<file path="src/rtl/apb_completer_regs_if.sv">
// APB link between the bridge (master) and a register completer (slave).
interface apb_completer_regs_if #(
    parameter int ADDR_WIDTH = 32,
    parameter int DATA_WIDTH = 32
);
    logic                    psel;
    logic                    penable;
    logic                    pwrite;
    logic [ADDR_WIDTH-1:0]   paddr;
    logic [DATA_WIDTH-1:0]   pwdata;
    logic [DATA_WIDTH/8-1:0] pstrb;
    logic [2:0]              pprot;
    logic [DATA_WIDTH-1:0]   prdata;
    logic                    pready;
    logic                    pslverr;

    modport master (
        output psel, penable, pwrite, paddr, pwdata, pstrb, pprot,
        input  prdata, pready, pslverr
    );

    modport slave (
        input  psel, penable, pwrite, paddr, pwdata, pstrb, pprot,
        output prdata, pready, pslverr
    );
endinterface

</file>
<file path="src/rtl/apb_completer_regs.sv">
// APB completer: byte-strobed register file with programmable wait states,
// region-based pprot checking and protocol-violation reporting via pslverr.
//
// state    | meaning
// ---------+-------------------------------------------------------------
// S_IDLE   | no transfer; waiting for a setup phase
// S_ACCESS | setup captured; checking stability, counting wait states
// S_RESP   | pready high for one cycle with registered prdata/pslverr
module apb_completer_regs #(
    parameter int ADDR_WIDTH  = 32,
    parameter int DATA_WIDTH  = 32,
    parameter int NUM_REGS    = 16,
    parameter int WAIT_STATES = 0
) (
    input logic                 pclk,
    input logic                 preset,
    apb_completer_regs_if.slave apb
);
    localparam int IDX_W  = $clog2(NUM_REGS);
    localparam int STRB_W = DATA_WIDTH / 8;

    typedef enum logic [1:0] {
        S_IDLE,
        S_ACCESS,
        S_RESP
    } state_t;

    state_t                state_q, state_d;
    logic [ADDR_WIDTH-1:0] addr_q, addr_d;
    logic                  write_q, write_d;
    logic [DATA_WIDTH-1:0] wdata_q, wdata_d;
    logic [STRB_W-1:0]     strb_q, strb_d;
    logic [2:0]            prot_q, prot_d;
    logic [3:0]            cnt_q, cnt_d;
    logic                  pready_q, pready_d;
    logic                  pslverr_q, pslverr_d;
    logic [DATA_WIDTH-1:0] prdata_q, prdata_d;
    logic [DATA_WIDTH-1:0] regs_q [NUM_REGS];
    logic [DATA_WIDTH-1:0] regs_d [NUM_REGS];

    // Offset is widened so the range check works even when the offset
    // field is narrower than the register index.
    logic [63:0]      off_ext;
    logic [IDX_W-1:0] idx;
    logic [2:0]       region;
    logic             eval_err;
    logic             take_setup;
    logic             violation;

    assign off_ext  = 64'(addr_q[ADDR_WIDTH-4:2]);
    assign idx      = off_ext[IDX_W-1:0];
    assign region   = addr_q[ADDR_WIDTH-1:ADDR_WIDTH-3];
    assign eval_err = (addr_q[1:0] != 2'b00)
                   || (off_ext >= 64'(NUM_REGS))
                   || ((region & ~prot_q) != 3'b000);

    assign take_setup = (state_q != S_ACCESS) && apb.psel && !apb.penable;
    assign violation  = !apb.psel || (apb.paddr != addr_q) || (apb.pwrite != write_q);

    // Next-state, capture, register-file update and response generation.
    always_comb begin
        state_d   = state_q;
        addr_d    = addr_q;
        write_d   = write_q;
        wdata_d   = wdata_q;
        strb_d    = strb_q;
        prot_d    = prot_q;
        cnt_d     = cnt_q;
        pready_d  = 1'b0;
        pslverr_d = 1'b0;
        prdata_d  = '0;
        regs_d    = regs_q;

        if (take_setup) begin
            addr_d  = apb.paddr;
            write_d = apb.pwrite;
            wdata_d = apb.pwdata;
            strb_d  = apb.pstrb;
            prot_d  = apb.pprot;
            cnt_d   = 4'(WAIT_STATES);
        end

        case (state_q)
            S_IDLE: begin
                if (take_setup) begin
                    state_d = S_ACCESS;
                end else if (apb.psel && apb.penable) begin
                    state_d   = S_RESP;
                    pready_d  = 1'b1;
                    pslverr_d = 1'b1;
                end
            end
            S_ACCESS: begin
                if (violation) begin
                    state_d   = S_RESP;
                    pready_d  = 1'b1;
                    pslverr_d = 1'b1;
                end else if (!apb.penable) begin
                    state_d = S_ACCESS;
                end else if (cnt_q != 4'd0) begin
                    cnt_d = cnt_q - 4'd1;
                end else begin
                    state_d  = S_RESP;
                    pready_d = 1'b1;
                    if (eval_err) begin
                        pslverr_d = 1'b1;
                    end else if (write_q) begin
                        for (int i = 0; i < STRB_W; i++) begin
                            if (strb_q[i]) begin
                                regs_d[idx][8*i +: 8] = wdata_q[8*i +: 8];
                            end
                        end
                    end else begin
                        prdata_d = regs_q[idx];
                    end
                end
            end
            S_RESP: begin
                state_d = take_setup ? S_ACCESS : S_IDLE;
            end
            default: begin
                state_d = S_IDLE;
            end
        endcase
    end

    // State, captured setup and register file, with synchronous reset.
    always_ff @(posedge pclk) begin
        if (preset) begin
            state_q   <= S_IDLE;
            addr_q    <= '0;
            write_q   <= 1'b0;
            wdata_q   <= '0;
            strb_q    <= '0;
            prot_q    <= '0;
            cnt_q     <= '0;
            pready_q  <= 1'b0;
            pslverr_q <= 1'b0;
            prdata_q  <= '0;
            regs_q    <= '{default: '0};
        end else begin
            state_q   <= state_d;
            addr_q    <= addr_d;
            write_q   <= write_d;
            wdata_q   <= wdata_d;
            strb_q    <= strb_d;
            prot_q    <= prot_d;
            cnt_q     <= cnt_d;
            pready_q  <= pready_d;
            pslverr_q <= pslverr_d;
            prdata_q  <= prdata_d;
            regs_q    <= regs_d;
        end
    end

    assign apb.pready  = pready_q;
    assign apb.pslverr = pslverr_q;
    assign apb.prdata  = prdata_q;
endmodule

</file>
<file path="src/flat_wrapper.sv">
// flat-port wrapper written by rule: the top's interface ports become plain ports
module apb_completer_regs_flat 
#(
    parameter int ADDR_WIDTH  = 32,
    parameter int DATA_WIDTH  = 32,
    parameter int NUM_REGS    = 16,
    parameter int WAIT_STATES = 0
)
  (pclk, preset, apb_psel, apb_penable, apb_pwrite, apb_paddr, apb_pwdata, apb_pstrb, apb_pprot, apb_prdata, apb_pready, apb_pslverr);
  apb_completer_regs_if #(.ADDR_WIDTH(ADDR_WIDTH), .DATA_WIDTH(DATA_WIDTH)) apb_i ();
  input logic pclk;
  input logic preset;
  input wire logic [$bits(apb_i.psel)-1:0] apb_psel;
  input wire logic [$bits(apb_i.penable)-1:0] apb_penable;
  input wire logic [$bits(apb_i.pwrite)-1:0] apb_pwrite;
  input wire logic [$bits(apb_i.paddr)-1:0] apb_paddr;
  input wire logic [$bits(apb_i.pwdata)-1:0] apb_pwdata;
  input wire logic [$bits(apb_i.pstrb)-1:0] apb_pstrb;
  input wire logic [$bits(apb_i.pprot)-1:0] apb_pprot;
  output wire logic [$bits(apb_i.prdata)-1:0] apb_prdata;
  output wire logic [$bits(apb_i.pready)-1:0] apb_pready;
  output wire logic [$bits(apb_i.pslverr)-1:0] apb_pslverr;
  assign apb_i.psel = apb_psel;
  assign apb_i.penable = apb_penable;
  assign apb_i.pwrite = apb_pwrite;
  assign apb_i.paddr = apb_paddr;
  assign apb_i.pwdata = apb_pwdata;
  assign apb_i.pstrb = apb_pstrb;
  assign apb_i.pprot = apb_pprot;
  assign apb_prdata = apb_i.prdata;
  assign apb_pready = apb_i.pready;
  assign apb_pslverr = apb_i.pslverr;
  apb_completer_regs #(.ADDR_WIDTH(ADDR_WIDTH), .DATA_WIDTH(DATA_WIDTH), .NUM_REGS(NUM_REGS), .WAIT_STATES(WAIT_STATES)) u_core (.pclk(pclk), .preset(preset), .apb(apb_i));
endmodule
</file>
<file path="config.mk">
export PLATFORM = sky130hd
export DESIGN_NAME = apb_completer_regs_flat
export DESIGN_NICKNAME = d
export VERILOG_FILES = /design/src/rtl/apb_completer_regs_if.sv /design/src/rtl/apb_completer_regs.sv /design/src/flat_wrapper.sv
export SDC_FILE = /design/constraint.sdc
export NUM_CORES = 1
export LEC_CHECK = 0
export CAP_MARGIN = 20
export CORE_MARGIN = 4
export CORE_UTILIZATION = 40
export CTS_CLUSTER_DIAMETER = 50
export DETAILED_ROUTE_END_ITERATION = 16
export GPL_ROUTABILITY_DRIVEN = 1
export PLACE_DENSITY_LB_ADDON = 0.08
export SLEW_MARGIN = 0
export SYNTH_ARGS = -nofsm -noshare
export SYNTH_HDL_FRONTEND = slang
export SYNTH_SLANG_ARGS = --single-unit
export TNS_END_PERCENT = 30
</file>
<file path="constraint.sdc">
create_clock -name pclk -period 3.1 [get_ports pclk]
set_clock_uncertainty 0.1 [all_clocks]
set_input_delay 0.62 -clock pclk [delete_from_list [all_inputs] [get_ports pclk]]
set_output_delay 0.62 -clock pclk [all_outputs]
set_load 0.02 [all_outputs]
</file>
# --- Word level (Yosys, flattened, before mapping) ---
# Cells that the tools add are included.
# W data, S select, Z words.
totals:
  in_bits: 76
  out_inout_bits: 34
  register_bits: 624
  wordCells: 122
op_classes:
  n_eq_ne: 7
  bitwise: 8
  add_sub_neg: 1
  n_mux: 60
  reduce_logical: 17
  n_lt_le_gt_ge: 3
op_table:
  columns: ["op", "n"]
  rows:
  - ["$mux W512", 22]
  - ["$bwmux W512", 4]
  - ["$demux W32 S4", 4]
  - ["$bmux W32 S4", 1]
  - ["$mux W32", 3]
  - ["$ne A32 B32 Y1", 1]
  - ["$ge A27 B5 Y1 const B", 1]
  - ["$mux W24", 1]
  - ["$mux W4", 5]
  - ["$mux W16", 1]
  - ["$mux W1", 10]
  - ["$mux W2", 5]
  - ["$mux W8", 1]
  - ["$reduce_or A7 Y1", 1]
  - ["$pmux W2 S3", 1]
  - ["$reduce_and A6 Y1", 1]
  - ["$ge A5 B5 Y1 const B", 1]
  - ["$lt A5 B1 Y1 const B", 1]
  - ["$not A1 Y1", 5]
  - ["$not A4 Y5", 1]
  - ["$logic_and A1 B1 Y1", 4]
  - ["$logic_or A1 B1 Y1", 4]
  - ["$ne A4 B3 Y1 const B", 1]
  - ["$pmux W1 S2", 2]
  - ["other kinds (14)", 15]

# --- Longest topological paths before layout ---
depth:
  ltp_word: 31
  depth_mapped: 9
  ltp_nobuf: 8

# --- Worst setup path after synthesis ---
# OpenSTA, ideal clock, no wires.
synth_path:
  kind: "input port to flip-flop"
  from: "input port apb_paddr[21]"
  to: "register u_core.regs_q[479] (netlist bit)"
  required_time_ns: 2.868
  setup_ns: 0.132
  slack_ns: 0.360
  arrival_ns: 2.508
  path_stages: 7
  cell_sequence: "nor2b_1 a2111oi_1 nand3_2 nor3_4 buf_6 nand3_2 mux2i_1"
synth_between:
  elab_chain_cells: 5
synth_lines:
  columns: ["element", "line_no", "source"]
  rows:
  - ["start: declaration", "flat_wrapper.sv:16", "input wire logic [$bits(apb_i.paddr)-1:0] apb_paddr;"]
  - ["$ne A32 B32 Y1", "apb_completer_regs.sv:58", "assign violation = !apb.psel || (apb.paddr != addr_q) || (apb.pwrite != write_q);"]
  - ["$logic_or A1 B1 Y1 (2 in a row)", "apb_completer_regs.sv:58", null]
  - ["$not A1 Y1 (no line)", null, null]
  - ["$reduce_and A6 Y1 (no line)", null, null]
  - ["end signal: assignment", "apb_completer_regs.sv:152", "regs_q <= regs_d;"]
  - ["end: declaration", "apb_completer_regs.sv:38", "logic [DATA_WIDTH-1:0] regs_q [NUM_REGS];"]
# Every way passes these cells.
# A chain may end at the register's enable or synchronous reset.

# --- Final worst setup path ---
layout_path:
  from: "input port apb_paddr[30]"
  to: "register u_core.regs_q[335] (netlist bit)"
# The elaborated chain is that of the path after synthesis.

==> results.json <==
{
  "status": "complete, no violations",
  "maxSlewViolCount": 0,
  "groute.usage.overall": 0.204,
  "synth_area_leaders": "dfxtp_1, mux2i_1, mux4_2",
  "htreeDepth": 3,
  "routedWlPerCell_um": 21.5,
  "synth.distinct_cells": 55,
  "cp_data_arrival_time_ps": 3110,
  "setup_viol": 0,
  "num_rows": 98,
  "die_h_um": 277,
  "start_util": 0.405,
  "cts_tree": "built",
  "min-delay-start": "u_core.wdata_q[26]",
  "cts_setup_buffers": 0,
  "synth.top_cell.area_share": 0.431,
  "crit_path_start_kind": "input pin",
  "overflow": 0,
  "finalHoldViolations": 0,
  "clock_sinks": 624,
  "ant_nets": 0,
  "drive_above_1_share": 0.179,
  "reg2reg_depth": 7,
  "grt_max_degree": 129,
  "final.min_clock_period_ps": 2760,
  "holdPathStages": 2,
  "dpl.hpwl_um": 51300,
  "firstDrtPassIters": 6,
  "cts_root_buf": "clkbuf_16",
  "postSynthAreaPerCell_um2": 11.2,
  "drt_iter0_drc": 1167,
  "finalCritPeriodShare": 0.890,
  "vias": 19200,
  "peakVddDrop_mv": 0.385,
  "syn_to_final_growth_pct": 18.7,
  "drc": 0,
  "wl_met3_um": 1980,
  "cts_made_buffers": 82,
  "grt_pass1_wl_um": 123000,
  "nets": 2754,
  "netlist_area_um2": 29000,
  "p_per_area_nw_per_um2": 528,
  "seq_area_um2": 12500,
  "worst_ep_required_time_ps": 3450,
  "port_buffers": 109,
  "drt_wl_total_um": 79200,
  "fillCellCount": 6503,
  "tightest_slew_ps": 830,
  "ios": 110,
  "r2r_end": "u_core.regs_q[321]",
  "path_class": "input pin to flip-flop",
  "path_max_fanout": 8,
  "highest_layer": "met4",
  "synth_cells": 2583,
  "synth_top_flop_cell": "dfxtp_1",
  "yosysTopAreaCell": "dfxtp_1",
  "synth_edf_count": 0,
  "synth_seq_cells": 624,
  "antenna_found_initial": 1,
  "fmax_mhz": 362,
  "seq_area_frac_synth": 0.431,
  "path_clk_slew_ps": 50,
  "gp_congestion": 0.788,
  "cts.path.max_buffers": 3,
  "relSlewSlack": 0.447,
  "grt_pass1_vias": 20000,
  "core_area_um2": 71600,
  "reg2reg_slack_ps": 380,
  "rsz0062_at_grt": "false",
  "met1_length_um": 36300,
  "synth.net_count": 2660,
  "final_common_cell": "dfxtp_1",
  "hp-class": "flip-flop to flip-flop",
  "hold_end": "u_core.wdata_q[26]",
  "worst_skew_pair.late_latency_ps": 620,
  "mostFrequentLayoutCells": "dfxtp_1, nand2b_1, mux2i_1, nand2_1, mux4_2",
  "hold_buffers": 0,
  "vias_per_cell": 5.21,
  "cts_resized": 0,
  "wl_met2_um": 38800,
  "die-area_um2": 76800,
  "total_power_uw": 18200,
  "multi_input_area_um2": 15400,
  "maxCapViolCount": 0,
  "p_leak_uw": 0.0146,
  "yosysWarnings": 0,
  "fin_hold_ws_ps": 355,
  "worst_setup_path_end_kind": "flip-flop",
  "die_width_um": 277,
  "async_reset_ff_frac": 0,
  "r2r-start": "u_core.addr_q[12]"
}
routing by layer:
layer	GRT usage	up-vias
met3	0.0285	111
li1	-	9187
met4	0.0562	0
met2	0.348	259
met5	0	-
met1	0.271	9688
cell usage after synthesis (all sizes together), types with 2 or more instances:
cell / instances
nand3: 58
nor4: 10
nand2b: 552
or3b: 3
o2111ai: 3
xor2: 8
nand4b: 2
nor3: 40
nor2: 7
xnor2: 16
mux4: 160
o211ai: 2
clkbuf: 179
inv: 11
mux2i: 512
nor2b: 42
a21oi: 80
nand4: 12
and3: 6
a31oi: 2
buf: 52
dfxtp: 624
or3: 20
or4: 5
and2: 3
nand2: 160
through the flow:
| stage | TNS (ps) | worst slack, ps | util | instance area [um^2] | instances |
|---|---|---|---|---|---|
| global route | 0 | 248 | 0.480 | 34400 | 3692 |
| CTS | 0 | 343 | 0.480 | 34400 | 3691 |
| floorplan | 0 | 360 | - | 29000 | 2583 |
| finish | 0 | 341 | 0.480 | 34400 | 3692 |
| global placement | -129040 | -301 | 0.444 | 31800 | 3543 |
| detailed placement | -124900 | -305 | 0.444 | 31800 | 3543 |
worst max path at each step:
stage,slack [ps],start,cells after the start,end
after CTS,340,apb_paddr[24],9,u_core.regs_q[335]
after global routing,250,apb_paddr[13],11,u_core.regs_q[451]
after floorplan,360,apb_paddr[21],7,u_core.regs_q[479]
after detailed placement,-300,apb_paddr[24],9,u_core.regs_q[321]
after global placement,-300,apb_paddr[13],11,u_core.regs_q[160]
final,340,apb_paddr[30],9,u_core.regs_q[335]
critical path, stage by stage:
cell and delay (ps):
clkdlybuf4s50_1 440, xor2_1 170, or4_4 550, nor4_4 230, nand4_4 180, buf_4 200, or3_1 370, buf_4 200
mux2i_1 130
sequential cells by signal (all words and copies together), names as in the netlist, 2 cells and up:
register           count
u_core.addr_q         32
u_core.strb_q          4
u_core.apb.prdata     32
u_core.wdata_q        32
u_core.state_q         2
u_core.prot_q          3
u_core.regs_q        512
u_core.cnt_q           4
power breakdown:
part	switching (uW)	leakage [uW]	internal, uW	total, uW
sequential	55.7	0.00503	8070	8120
combinational	488	0.00830	411	899
clock	3640	0.00128	5500	9140
cell type report:
cell class	instances	share of cell area
Clock buffer	115	0.0673
Sequential cell	624	0.363
Inverter	11	0.00120
Timing Repair Buffer	241	0.0759
Antenna cell	1	0.0000727
Tap cell	950	0.0345
Multi-Input combinational cell	1717	0.448
Clock inverter	33	0.00909
logic make-up after synthesis:
| logic type | after synthesis | synth area share |
|---|---|---|
| AO/OA/AOI/OAI | 93 | 0.0174 |
| XOR/XNOR | 24 | 0.00725 |
| adder cells (fa/ha/maj) | 1 | 0.000432 |
| buffers and inverters | 242 | 0.0367 |
| flip-flops | 624 | 0.431 |
| multiplexers | 673 | 0.302 |
| AND/OR/NAND/NOR | 926 | 0.206 |
No activity file was read; power rests on OpenSTA's default activity.
